## src/rtl/fetch_unit_pkg.sv

```systemverilog
// fetch_unit_pkg -- shared definitions for the instruction fetch stage.
//   fetch_state_e     : fetch controller states (BOOT is the reset state)
//   DEFAULT_RESET_PC  : first fetch address after reset
//   INSTR_BYTES       : PC increment per instruction
package fetch_unit_pkg;

    typedef enum logic [1:0] {
        BOOT,
        FETCH,
        HOLD,
        DRAIN
    } fetch_state_e;

    localparam logic [31:0]  DEFAULT_RESET_PC = 32'h0000_1000;
    localparam int unsigned  INSTR_BYTES      = 4;

endpackage

```

## src/rtl/fetch_skid_buffer.sv

```systemverilog
// fetch_skid_buffer -- one-entry buffer holding a fetched {pc, instruction}
// pair while the pipeline is stalled.
//   clk_i, rst_i      : clock, asynchronous active-high reset (empties buffer)
//   load_i            : capture pc_i/data_i and mark the entry valid
//   clear_i           : drop the entry (wins over load_i)
//   valid_o, pc_o, data_o : buffered entry; held while neither load nor clear
module fetch_skid_buffer #(
    parameter int unsigned XLEN = 32
) (
    input  logic            clk_i,
    input  logic            rst_i,
    input  logic            load_i,
    input  logic            clear_i,
    input  logic [XLEN-1:0] pc_i,
    input  logic [XLEN-1:0] data_i,
    output logic            valid_o,
    output logic [XLEN-1:0] pc_o,
    output logic [XLEN-1:0] data_o
);

    logic            valid_q;
    logic [XLEN-1:0] pc_q;
    logic [XLEN-1:0] data_q;

    always_ff @(posedge clk_i or posedge rst_i) begin
        if (rst_i) begin
            valid_q <= 1'b0;
            pc_q    <= '0;
            data_q  <= '0;
        end else if (clear_i) begin
            valid_q <= 1'b0;
        end else if (load_i) begin
            valid_q <= 1'b1;
            pc_q    <= pc_i;
            data_q  <= data_i;
        end
    end

    assign valid_o = valid_q;
    assign pc_o    = pc_q;
    assign data_o  = data_q;

endmodule

```

## src/rtl/fetch_unit.sv

```systemverilog
// fetch_unit -- instruction fetch stage with stall skid buffer and branch
// redirect, driving the IF/ID pipeline register.
//   clk, reset                       : clock, asynchronous active-high reset
//   stall_in                         : load-use stall, freezes pc and IF/ID
//   branch_taken_in/branch_target_in : redirect from EX, flushes fetch
//   imem_req_out/imem_addr_out       : instruction-memory request
//   imem_ready_in/imem_data_in       : instruction-memory response
//   if_valid_out/if_pc_out/if_instr_out : IF/ID register contents
module fetch_unit
    import fetch_unit_pkg::*;
#(
    parameter int unsigned     XLEN     = 32,
    parameter logic [XLEN-1:0] RESET_PC = XLEN'(DEFAULT_RESET_PC)
) (
    input  logic            clk,
    input  logic            reset,
    input  logic            stall_in,
    input  logic            branch_taken_in,
    input  logic [XLEN-1:0] branch_target_in,
    output logic            imem_req_out,
    output logic [XLEN-1:0] imem_addr_out,
    input  logic            imem_ready_in,
    input  logic [XLEN-1:0] imem_data_in,
    output logic            if_valid_out,
    output logic [XLEN-1:0] if_pc_out,
    output logic [XLEN-1:0] if_instr_out
);

    fetch_state_e    state_q, state_d;
    logic [XLEN-1:0] pc_q, pc_d;
    logic [XLEN-1:0] tgt_q, tgt_d;
    logic            req_q, req_d;
    logic            ifv_q, ifv_d;
    logic [XLEN-1:0] ifpc_q, ifpc_d;
    logic [XLEN-1:0] ifins_q, ifins_d;

    logic            skid_load, skid_clear, skid_valid;
    logic [XLEN-1:0] skid_pc, skid_data;
    logic [XLEN-1:0] pc_inc;

    assign pc_inc = pc_q + XLEN'(INSTR_BYTES);

    fetch_skid_buffer #(.XLEN(XLEN)) u_skid (
        .clk_i   (clk),
        .rst_i   (reset),
        .load_i  (skid_load),
        .clear_i (skid_clear),
        .pc_i    (pc_q),
        .data_i  (imem_data_in),
        .valid_o (skid_valid),
        .pc_o    (skid_pc),
        .data_o  (skid_data)
    );

    always_comb begin
        state_d    = state_q;
        pc_d       = pc_q;
        tgt_d      = tgt_q;
        ifv_d      = ifv_q;
        ifpc_d     = ifpc_q;
        ifins_d    = ifins_q;
        skid_load  = 1'b0;
        skid_clear = 1'b0;

        // A redirect always kills the IF/ID entry and any buffered fetch.
        if (branch_taken_in) begin
            ifv_d      = 1'b0;
            skid_clear = 1'b1;
        end

        case (state_q)
            BOOT: begin
                state_d = FETCH;
                if (branch_taken_in) pc_d = branch_target_in;
            end
            FETCH: begin
                if (branch_taken_in) begin
                    if (imem_ready_in) begin
                        pc_d = branch_target_in;
                    end else begin
                        // Request already issued: let it complete in DRAIN.
                        tgt_d   = branch_target_in;
                        state_d = DRAIN;
                    end
                end else if (stall_in) begin
                    if (imem_ready_in) begin
                        skid_load = 1'b1;
                        state_d   = HOLD;
                    end
                end else if (imem_ready_in) begin
                    ifv_d   = 1'b1;
                    ifpc_d  = pc_q;
                    ifins_d = imem_data_in;
                    pc_d    = pc_inc;
                end else begin
                    ifv_d = 1'b0;
                end
            end
            HOLD: begin
                if (branch_taken_in) begin
                    pc_d    = branch_target_in;
                    state_d = FETCH;
                end else if (!stall_in) begin
                    ifv_d      = skid_valid;
                    ifpc_d     = skid_pc;
                    ifins_d    = skid_data;
                    pc_d       = pc_inc;
                    skid_clear = 1'b1;
                    state_d    = FETCH;
                end
            end
            DRAIN: begin
                if (branch_taken_in) tgt_d = branch_target_in;
                if (imem_ready_in) begin
                    // A branch arriving with the response is the newest target.
                    pc_d    = branch_taken_in ? branch_target_in : tgt_q;
                    state_d = FETCH;
                end
            end
            default: state_d = BOOT;
        endcase

        req_d = (state_d == FETCH) || (state_d == DRAIN);
    end

    always_ff @(posedge clk or posedge reset) begin
        if (reset) begin
            state_q <= BOOT;
            pc_q    <= RESET_PC;
            tgt_q   <= '0;
            req_q   <= 1'b0;
            ifv_q   <= 1'b0;
            ifpc_q  <= '0;
            ifins_q <= '0;
        end else begin
            state_q <= state_d;
            pc_q    <= pc_d;
            tgt_q   <= tgt_d;
            req_q   <= req_d;
            ifv_q   <= ifv_d;
            ifpc_q  <= ifpc_d;
            ifins_q <= ifins_d;
        end
    end

    // pc does not move while a request is outstanding, so it doubles as the
    // stable request address (including the old address in DRAIN).
    assign imem_req_out  = req_q;
    assign imem_addr_out = pc_q;
    assign if_valid_out  = ifv_q;
    assign if_pc_out     = ifpc_q;
    assign if_instr_out  = ifins_q;

endmodule
```

## config.mk

```make
export PLATFORM = sky130hd
export DESIGN_NAME = fetch_unit
export DESIGN_NICKNAME = d
export VERILOG_FILES = /design/src/rtl/fetch_unit_pkg.sv /design/src/rtl/fetch_skid_buffer.sv /design/src/rtl/fetch_unit.sv
export SDC_FILE = /design/constraint.sdc
export NUM_CORES = 1
export LEC_CHECK = 0
export CAP_MARGIN = 20
export CORE_MARGIN = 2
export CORE_UTILIZATION = 31
export DETAILED_ROUTE_END_ITERATION = 8
export GPL_ROUTABILITY_DRIVEN = 0
export HOLD_SLACK_MARGIN = 0.15
export PLACE_DENSITY = 0.52
export SLEW_MARGIN = 20
export SYNTH_ARGS = -nofsm -noshare
export SYNTH_HDL_FRONTEND = slang
export SYNTH_SLANG_ARGS = --single-unit
```

## constraint.sdc

```tcl
create_clock -name clk -period 7.08 [get_ports clk]
set_input_delay 1.062 -clock clk [delete_from_list [all_inputs] [get_ports clk]]
set_output_delay 1.062 -clock clk [all_outputs]
set_load 0.01 [all_outputs]
```

-- Word level (Yosys, flattened, before mapping)
Cells that the tools add are included.
- add/subtract/negate cells: 1
- bitwise operators: 1
- mux-type cells: 49
- equality and inequality tests: 16
- reduce and logical (&&, ||, !) cells: 9
- operators with widths (kind ; count):
    $mux W32 ; 21
    $pmux W32 S2 ; 3
    $pmux W32 S4 ; 1
    $add A32 B3 Y32 const B ; 1
    $ne A2 B2 Y1 const B ; 9
    $mux W1 ; 15
    $mux W2 ; 7
    $pmux W2 S4 ; 1
    $eq A2 B2 Y1 const B ; 3
    $ne A3 B3 Y1 const B ; 2
    $reduce_and A6 Y1 ; 1
    $reduce_bool A2 Y1 ; 3
    $reduce_and A5 Y1 ; 1
    $eq A2 B1 Y1 const B ; 2
    $reduce_and A3 Y1 ; 1
    $logic_not A2 Y1 ; 1
    $pmux W1 S2 ; 1
    $reduce_and A2 Y1 ; 1
    $logic_or A1 B1 Y1 ; 1
    $not A1 Y1 ; 1
- word-level logic and storage cells: 86
- input bits: 69
- output and inout bits: 98
- register bits: 197

-- Depth between registers and ports, before layout
Gate-level depths: netlist (run 1).
- depth after elaboration: 6
- mapped depth: 10
- mapped depth without buffers: 7

-- Cells and area by module
A second synthesis (run 1) with hierarchy kept.
- cell total of the unflattened synthesis: 884
- area, all modules: 9890.7 um2
- by module, submodules not included (module ; times used ; seq. area each (um2) ; area each (um2) ; cells an instance):
    fetch_unit ; 1 ; 3279.4 ; 7153.1 ; 744
    fetch_skid_buffer ; 1 ; 1626.6 ; 2737.6 ; 140

-- Worst setup path after synthesis (run 1)
OpenSTA, ideal clock, no wires.
- path kind: input to register
- start point: in branch_taken_in
- end point: reg u_skid.data_q[10] (netlist: u_skid.data_o[10])
- required time: 6.955 ns
- slack: 4.456 ns
- arrival: 2.500 ns
- buffers on the path: 3
- stages: 6
- setup time: 0.125 ns
- cell sequence: buf_2 -> nor2b_1 -> nand3_1 -> buf_1 -> buf_1 -> mux2_2
- word-level cells in the longest chain between the ends: 6
- elaborated cells on any way between the ends: 8
- classes of those cells: mux (6); bitwise (1); reduce/logical (1)
- ends and longest elaborated chain (item ; line ; RTL):
    start, declared ; fetch_unit.sv:18 ; input logic branch_taken_in,
    $mux W1 ; fetch_unit.sv:66 ; if (branch_taken_in) begin
    $mux W1 ; fetch_unit.sv:103 ; end else if (!stall_in) begin
    $mux W1 ; fetch_unit.sv:100 ; if (branch_taken_in) begin
    $mux W1 ; fetch_unit.sv:71 ; case (state_q)
    $not A1 Y1 (no line) ; -- ;
    $reduce_and A2 Y1 (no line) * ; -- ;
    end signal, assigned ; fetch_skid_buffer.sv:35 ; data_q <= data_i;
    end, declared ; fetch_skid_buffer.sv:23 ; logic [XLEN-1:0] data_q;
Mark *: on every way between the ends. The rest lies on a longest branch, timed or not.
A chain may end at the register's enable or synchronous reset.

-- Worst setup path in the final report (run 1)
- start point: in branch_taken_in
- end point: reg pc_q[31] (netlist: imem_addr_out[31])
- word-level cells in the longest chain between the ends: 3
- elaborated cells on any way between the ends: 9
- classes of those cells: eq/ne (3); mux (5); reduce/logical (1)
- ends and longest elaborated chain (item ; line ; RTL):
    $mux W32 ; -- ;
    $mux W32 ; fetch_unit.sv:114 ; if (imem_ready_in) begin
    $pmux W32 S4 ; fetch_unit.sv:71 ;
    end signal, assigned ; fetch_unit.sv:137 ; pc_q <= pc_d;
    end, declared ; fetch_unit.sv:30 ; logic [XLEN-1:0] pc_q, pc_d;
Several ways; a longest one is shown, not always the timed one. The select of a mux whose other input is x is not followed.

==> metrics.log, run 1 <==
[metrics] final hold vios: 0
[metrics] Worst-Margin Slew: 1.006 ns
[metrics] number of rows in the core area: 63
[metrics] boundary pin count: 167
[metrics] Synth Net Count: 940
[metrics] critical path required time: 7.43 ns
[metrics] width of the chip: 177.7 um
[metrics] final setup vio count: 0
[metrics] endpoint type of the worst setup path: register
[metrics] Initial Utilization: 0.3155
[metrics] combinational power share: 0.412
[metrics] signal arrival time at the worst endpoint: 3.43 ns
[metrics] status: finished clean
[metrics] total clock buffers created by CTS: 17
[metrics] floorplan core area: 29640 um^2
[metrics] maximum vdd drop: 0.1768 mV
[metrics] number of port buffers: 166
[metrics] Cell Count, Final, Fillers Out: 1397
[metrics] leftover overflow at the end of global routing: 0
[metrics] startpoint type of the worst setup path: input port
[metrics] insertion delay to the later sink of the worst-skew pair: 0.44 ns
[metrics] Lkg Pwr: 4.837 nW
[metrics] synthesized flop and latch total: 196
[metrics] wire length per cell after detailed routing: 18.26 um
[metrics] PostCTS Resize Cnt: 0
[metrics] buffer type at the clock tree root: clkbuf_16
[metrics] TritonCTS clock tree: built
[metrics] most instantiated library cell after synthesis: dfrtp_1
[metrics] number of search-and-repair iterations in the first detailed-routing pass: 5
[metrics] number of antenna violations at the first check in global routing: 0
[metrics] total negative slack for setup checks: 0 ns
[metrics] part of the Yosys area used for sequential elements: 0.5246
[metrics] worst-path maximum fanout: 39
[metrics] all-layer global routing usage: 0.1651
[metrics] cell with the biggest individual delay on the critical path: o221a_2
[metrics] maximum number of pins on one net before global-route repair: 83
[metrics] flop-to-flop setup slack: 4.02 ns
[metrics] critical path, cell by cell: clkdlybuf4s50_1 -> buf_4 -> nand2b_1 -> o221a_2 -> nor2_1 -> a311o_1 -> a41oi_1
[metrics] maximum buffer depth of the clock tree: 2
[metrics] number of vias after detailed routing: 7063
[metrics] switching share of power: 0.3770
[metrics] post-route minimum period: 3.077 ns
[metrics] Max Fclk: 325.0 MHz
[metrics] count of maximum capacitance violations: 0
[metrics] largest stage delay on the critical path: 0.75 ns
[metrics] tightest slew margin relative to the limit: 0.3279
[metrics] number of enable flip-flop cells after synthesis: 0
[metrics] delay-heaviest family, CP: compound AO/OA/AOI/OAI gates
[metrics] unique cell type count in the Yosys netlist: 52
[metrics] cell-internal power: 3.233 mW
[metrics] final worst slack: 4.003 ns
[metrics] Placement Cell Area: 11350 um^2
[metrics] sw power: 1.956 mW
[metrics] NumNets Final: 1069
[metrics] Yosys top cell area share: 0.5218
[metrics] post-route ant nets: 0
[metrics] ranking of synthesized cells by area: dfrtp_1, mux2_2, mux2i_1, o21ai_0, nand2_1
[metrics] Synth async-reset ratio: 1.000
[metrics] fillcell total: 2988
[metrics] Power Dens Cells: 434.4 nW/um^2
[metrics] final design instance area without fill: 11940 um^2
[metrics] final antenna diode count: 0
[metrics] most area-hungry cell type in the Yosys netlist: dfrtp_1
[metrics] ranking of synthesized cells by instance count: dfrtp_1, o21ai_0, nand2_1
[metrics] die footprint: 31570 um^2
[metrics] CTS H-tree depth: 4
[metrics] part of the total power dissipated in sequential elements: 0.406
[metrics] combined area of all synthesized cells: 9351 um^2
[metrics] total wire length after detailed routing: 25510 um
[metrics] Critical path buffers and inverters: 2
[metrics] DRC: 0
[metrics] share of the clock period used by the worst path: 0.4346
[metrics] total number of clock tree sinks: 196
[metrics] final-report max-slew violation count: 0
[metrics] Fin Clk Skew: 0.01585 ns
[metrics] most frequently used flop master after synthesis: dfrtp_1
[metrics] detailed-placement wirelength estimate: 16980 um
[metrics] Overall Power: 5.189 mW
[metrics] setup slack after placement: 3.384 ns
[metrics] class of the tightest hold or removal check: reg2reg
[metrics] height of the chip: 177.7 um
[metrics] category of the critical setup timing path: in2reg
[metrics] via count of the first global-routing pass: 6806
[metrics] ratio of cells with drive above 1 in the final layout: 0.1480
[metrics] gate count of the mapped netlist: 865
[metrics] Clock transition at path regs: 0.08 ns
[metrics] First DRT Iteration DRCs: 389
[metrics] first-pass GRT wire length: 40210 um
[metrics] via density per instance: 5.056
[metrics] cell count after placement: 1364
[metrics] power share of the clock group: 0.183
[metrics] hold buffers post-CTS: 0
[metrics] Mean Syn Cell Area: 10.81 um^2
[metrics] buffer count from post-CTS setup fixing: 0
[metrics] synthesis-to-layout area growth: 27.72%
[metrics] Yosys warning total: 0
[metrics] unrepaired setup endpoints after global routing: no
cell usage in the layout, fill, tap and decap left out, drive strengths merged, types with 12 or more instances in the layout:
cell type      Yosys  layout
mux2i             67      67
nand3             18      18
and3              12      12
dfrtp            195     195
nand2             96      96
nor2              27      27
inv               15      22
clkdlybuf4s50      0     166
mux2              92      92
clkbuf            49      17
a21oi             25      25
o21ai            114     114
layer usage:
metal / vias to the layer above / GRT usage / wire [um]
li1: 3370 / - / -
met1: 3508 / 0.2366 / 12450
met2: 171 / 0.2569 / 11690
met3: 14 / 0.02892 / 1040
met4: 0 / 0.04269 / 331
met5: - / 0 / 0
tightest hold or removal path, cell delays in order (launching register included):
cell and delay [ns]:
dfrtp_1 0.34, nand2_1 0.04, o21ai_0 0.06
kinds of logic (layout without fill, tap and decap cells):
| kind of cell | count (synthesis) | after routing | share of synthesized area |
|---|---|---|---|
| XOR/XNOR | 13 | 13 | 0.01218 |
| adder cells (fa/ha/maj) | 6 | 6 | 0.008028 |
| buffers and inverters | 81 | 223 | 0.03398 |
| flip-flops | 196 | 196 | 0.5246 |
| multiplexers | 159 | 159 | 0.1825 |
| AO/OA/AOI/OAI | 213 | 213 | 0.1409 |
| AND/OR/NAND/NOR | 197 | 197 | 0.09781 |
final timing paths:
check / startpoint / endpoint / depth (start not counted)
max in group asynchronous: reset / u_skid.pc_o[9] / 3
worst min-delay path: if_instr_out[9] / if_instr_out[9] / 2
worst max register to register: state_q[0] / imem_addr_out[31] / 7
worst min register to register: if_instr_out[9] / if_instr_out[9] / 2
worst max-delay path: branch_taken_in / imem_addr_out[31] / 7
min in group asynchronous: reset / if_instr_out[28] / 2
final cells by class:
class | count | area [um^2] | share of cell area
clock buffer | 17 | 425.4 | 0.03562
clock inverter | 15 | 145.1 | 0.01215
inverter | 15 | 63.81 | 0.005343
multi-input combinational | 588 | 4167 | 0.3488
sequential | 196 | 4906 | 0.4107
tap | 390 | 488.0 | 0.04085
timing repair buffer | 176 | 1749 | 0.1464
stage by stage:
stage | hold WS [ns] | util
6_report | 0.4780 | 0.4030
3_5_place_dp | 0.4686 | 0.3831
4_1_cts | 0.4851 | 0.4023
5_1_grt | 0.4986 | 0.4030
3_3_place_gp | 0.4609 | 0.3831
2_1_floorplan | 0.4460 | -
power by group through the flow:
stage / registers, mW / clock network, mW / logic [mW]
after floorplan: 2.08 / 0 / 1.20
after global placement: 2.12 / 0 / 2.13
after detailed placement: 2.13 / 0 / 2.15
after CTS: 2.11 / 0.982 / 2.16
after global routing: 2.19 / 1.03 / 2.36
final: 2.10 / 0.947 / 2.14
registers in the layout, summed over array words and instances (netlist names):
signal,flops
if_instr_out,32
if_pc_out,32
if_valid_out,1
imem_addr_out,32
state_q,2
tgt_q,32
u_skid.data_o,32
u_skid.pc_o,32
u_skid.valid_o,1
Note: power is estimated with default switching activity, not from simulation.
==> inputs of run 2 (changes only) <==
PLACE_DENSITY = 0.54   (was 0.52)
clock period = 2.6 ns   (was 7.08 ns; I/O delays follow)
==> run 2 against run 1 <==
Effect of this change: largest power group unchanged; cell count is 2.7% higher; critical endpoint is now imem_addr_out[11]; first-iteration DRC count is 8.2% higher; flip-flop and latch count stayed put; via count is 1.9% higher.
==> metrics.log, run 2 (synthesized netlist as in run 1, its figures left out) <==
[metrics] CTS H-tree depth: 4 (unchanged)
[metrics] total clock buffers created by CTS: 17 (unchanged)
[metrics] maximum number of pins on one net before global-route repair: 129 (+55%)
[metrics] Max Fclk: 433.7 MHz
[metrics] Placement Cell Area: 11720 um^2 (+3.2%)
[metrics] ratio of cells with drive above 1 in the final layout: 0.1770 (+0.02907)
[metrics] detailed-placement wirelength estimate: 17700 um (+4.3%)
[metrics] share of the clock period used by the worst path: 0.8869
[metrics] Fin Clk Skew: 0.01353 ns (-0.002322 ns)
[metrics] final hold vios: 0 (unchanged)
[metrics] Power Dens Cells: 1182 nW/um^2 (+170%)
[metrics] endpoint type of the worst setup path: register
[metrics] buffer count from post-CTS setup fixing: 0 (unchanged)
[metrics] Clock transition at path regs: 0.08 ns (about the same)
[metrics] signal arrival time at the worst endpoint: 2.62 ns (-0.81 ns)
[metrics] Overall Power: 14.53 mW (+180%)
[metrics] boundary pin count: 167 (unchanged)
[metrics] tightest slew margin relative to the limit: 0.5537 (+0.2258)
[metrics] category of the critical setup timing path: reg2reg
[metrics] all-layer global routing usage: 0.1647 (-0.0003694)
[metrics] first-pass GRT wire length: 40230 um (about the same)
[metrics] total number of clock tree sinks: 196 (unchanged)
[metrics] Worst-Margin Slew: 0.6694 ns (-0.3367 ns)
[metrics] number of rows in the core area: 63 (unchanged)
[metrics] via count of the first global-routing pass: 7115 (+4.5%)
[metrics] maximum buffer depth of the clock tree: 2 (unchanged)
[metrics] die footprint: 31570 um^2 (unchanged)
[metrics] First DRT Iteration DRCs: 421 (+8.2%)
[metrics] post-route minimum period: 2.306 ns
[metrics] floorplan core area: 29640 um^2 (unchanged)
[metrics] PostCTS Resize Cnt: 0 (unchanged)
[metrics] DRC: 0 (unchanged)
[metrics] wire length per cell after detailed routing: 17.74 um (-2.8%)
[metrics] number of vias after detailed routing: 7198 (+1.9%)
[metrics] status: finished clean
[metrics] launching instance or port of the critical path: state_q[1]
[metrics] height of the chip: 177.7 um (unchanged)
[metrics] critical path required time: 2.92 ns (-4.51 ns)
[metrics] most common cell after layout, fill and taps aside: dfrtp_1
[metrics] number of antenna violations at the first check in global routing: 0 (unchanged)
[metrics] most frequent cells in the layout: dfrtp_1, clkdlybuf4s50_1, o21ai_0, nand2_1, mux2_2
[metrics] final-report max-slew violation count: 0 (unchanged)
[metrics] worst-path maximum fanout: 17 (-56%)
[metrics] final antenna diode count: 0 (unchanged)
[metrics] number of search-and-repair iterations in the first detailed-routing pass: 5 (unchanged)
[metrics] class of the tightest hold or removal check: in2async
[metrics] Initial Utilization: 0.3155 (unchanged)
[metrics] final design instance area without fill: 12300 um^2 (+2.9%)
[metrics] buffer type at the clock tree root: clkbuf_16
[metrics] hold buffers post-CTS: 0 (unchanged)
[metrics] synthesis-to-layout area growth: 31.48%
[metrics] Lkg Pwr: 5.038 nW (+4.2%)
[metrics] via density per instance: 5.016 (-0.79%)
[metrics] final setup vio count: 0 (unchanged)
[metrics] maximum vdd drop: 0.4773 mV (+170%)
[metrics] unrepaired setup endpoints after global routing: no
[metrics] insertion delay to the later sink of the worst-skew pair: 0.44 ns (about the same)
[metrics] width of the chip: 177.7 um (unchanged)
[metrics] total wire length after detailed routing: 25460 um (-0.20%)
[metrics] number of port buffers: 166 (unchanged)
[metrics] post-route ant nets: 0 (unchanged)
[metrics] TritonCTS clock tree: built
[metrics] startpoint type of the worst setup path: register
[metrics] count of maximum capacitance violations: 0 (unchanged)
[metrics] leftover overflow at the end of global routing: 0 (unchanged)
[metrics] R2R Path Start: state_q[1]
[metrics] NumNets Final: 1107 (+3.6%)
## run 2: changes by cell type in the layout (fill, tap and decap cells not counted)
cell	delta
buf_4	+33
buf_12	+5
inv_6	-4
clkinvlp_4	+2
bufinv_16	+1
clkbuf_1	+1
clkinv_4	+1
clkinv_8	-1
nand2_1	+1
nand2_2	-1
## run 2: area by class of cell
type                       instances  area [um^2]
inverter                          15        60.06
timing repair buffer             214         2097
multi-input combinational        588         4164
tap                              390        488.0
fill                            2954        17340
clock buffer                      18        429.2
clock inverter                    14        151.4
sequential                       196         4906
## run 2: critical path: stages, from the launching register on
cell and delay (ns):
dfrtp_1 0.45, inv_1 0.13, ha_1 0.32, o21ai_0 0.21, buf_4 0.19, o221ai_2 0.23
buf_4 0.29, nor2_1 0.08, a221o_1 0.29
## run 2: metal layers
metal | GRT usage | vias to the layer above | wire [um]
met4 | 0.04781 | 0 | 393
met5 | 0 | - | 0
met3 | 0.02999 | 24 | 1135
met2 | 0.2602 | 187 | 11800
met1 | 0.2303 | 3534 | 12130
li1 | - | 3453 | -
## run 2: path summary, 6_finish.rpt
path                            slack, ns                 to  cells past startpoint
worst max-delay path                 0.29  imem_addr_out[11]                      8
worst min-delay path                 0.28  u_skid.data_o[28]                      2
worst max register to register       0.29  imem_addr_out[11]                      8
worst min register to register       0.48   if_instr_out[17]                      2
max in group asynchronous            1.60  imem_addr_out[12]                      3
min in group clk                     0.48   if_instr_out[17]                      2
## run 2: stage by stage
step           utilization  setup TNS [ns]  std cells  setup WS [ns]  hold slack, ns
2_1_floorplan            -          -62.71        865        -0.3216          0.4460
3_3_place_gp        0.3953               0       1403         0.2117          0.4612
3_5_place_dp        0.3953               0       1403         0.1938          0.4687
4_1_cts             0.4149               0       1435         0.3057          0.2650
5_1_grt             0.4149               0       1435         0.1570          0.2757
6_report            0.4149               0       1435         0.2940          0.2762
## run 2: where the power goes
part           switching [mW]  internal (mW)  total [mW]
clock                    1.27           1.36        2.63
combinational            3.11           3.33        6.43
sequential              0.965           4.50        5.47
total                    5.34           9.19        14.5
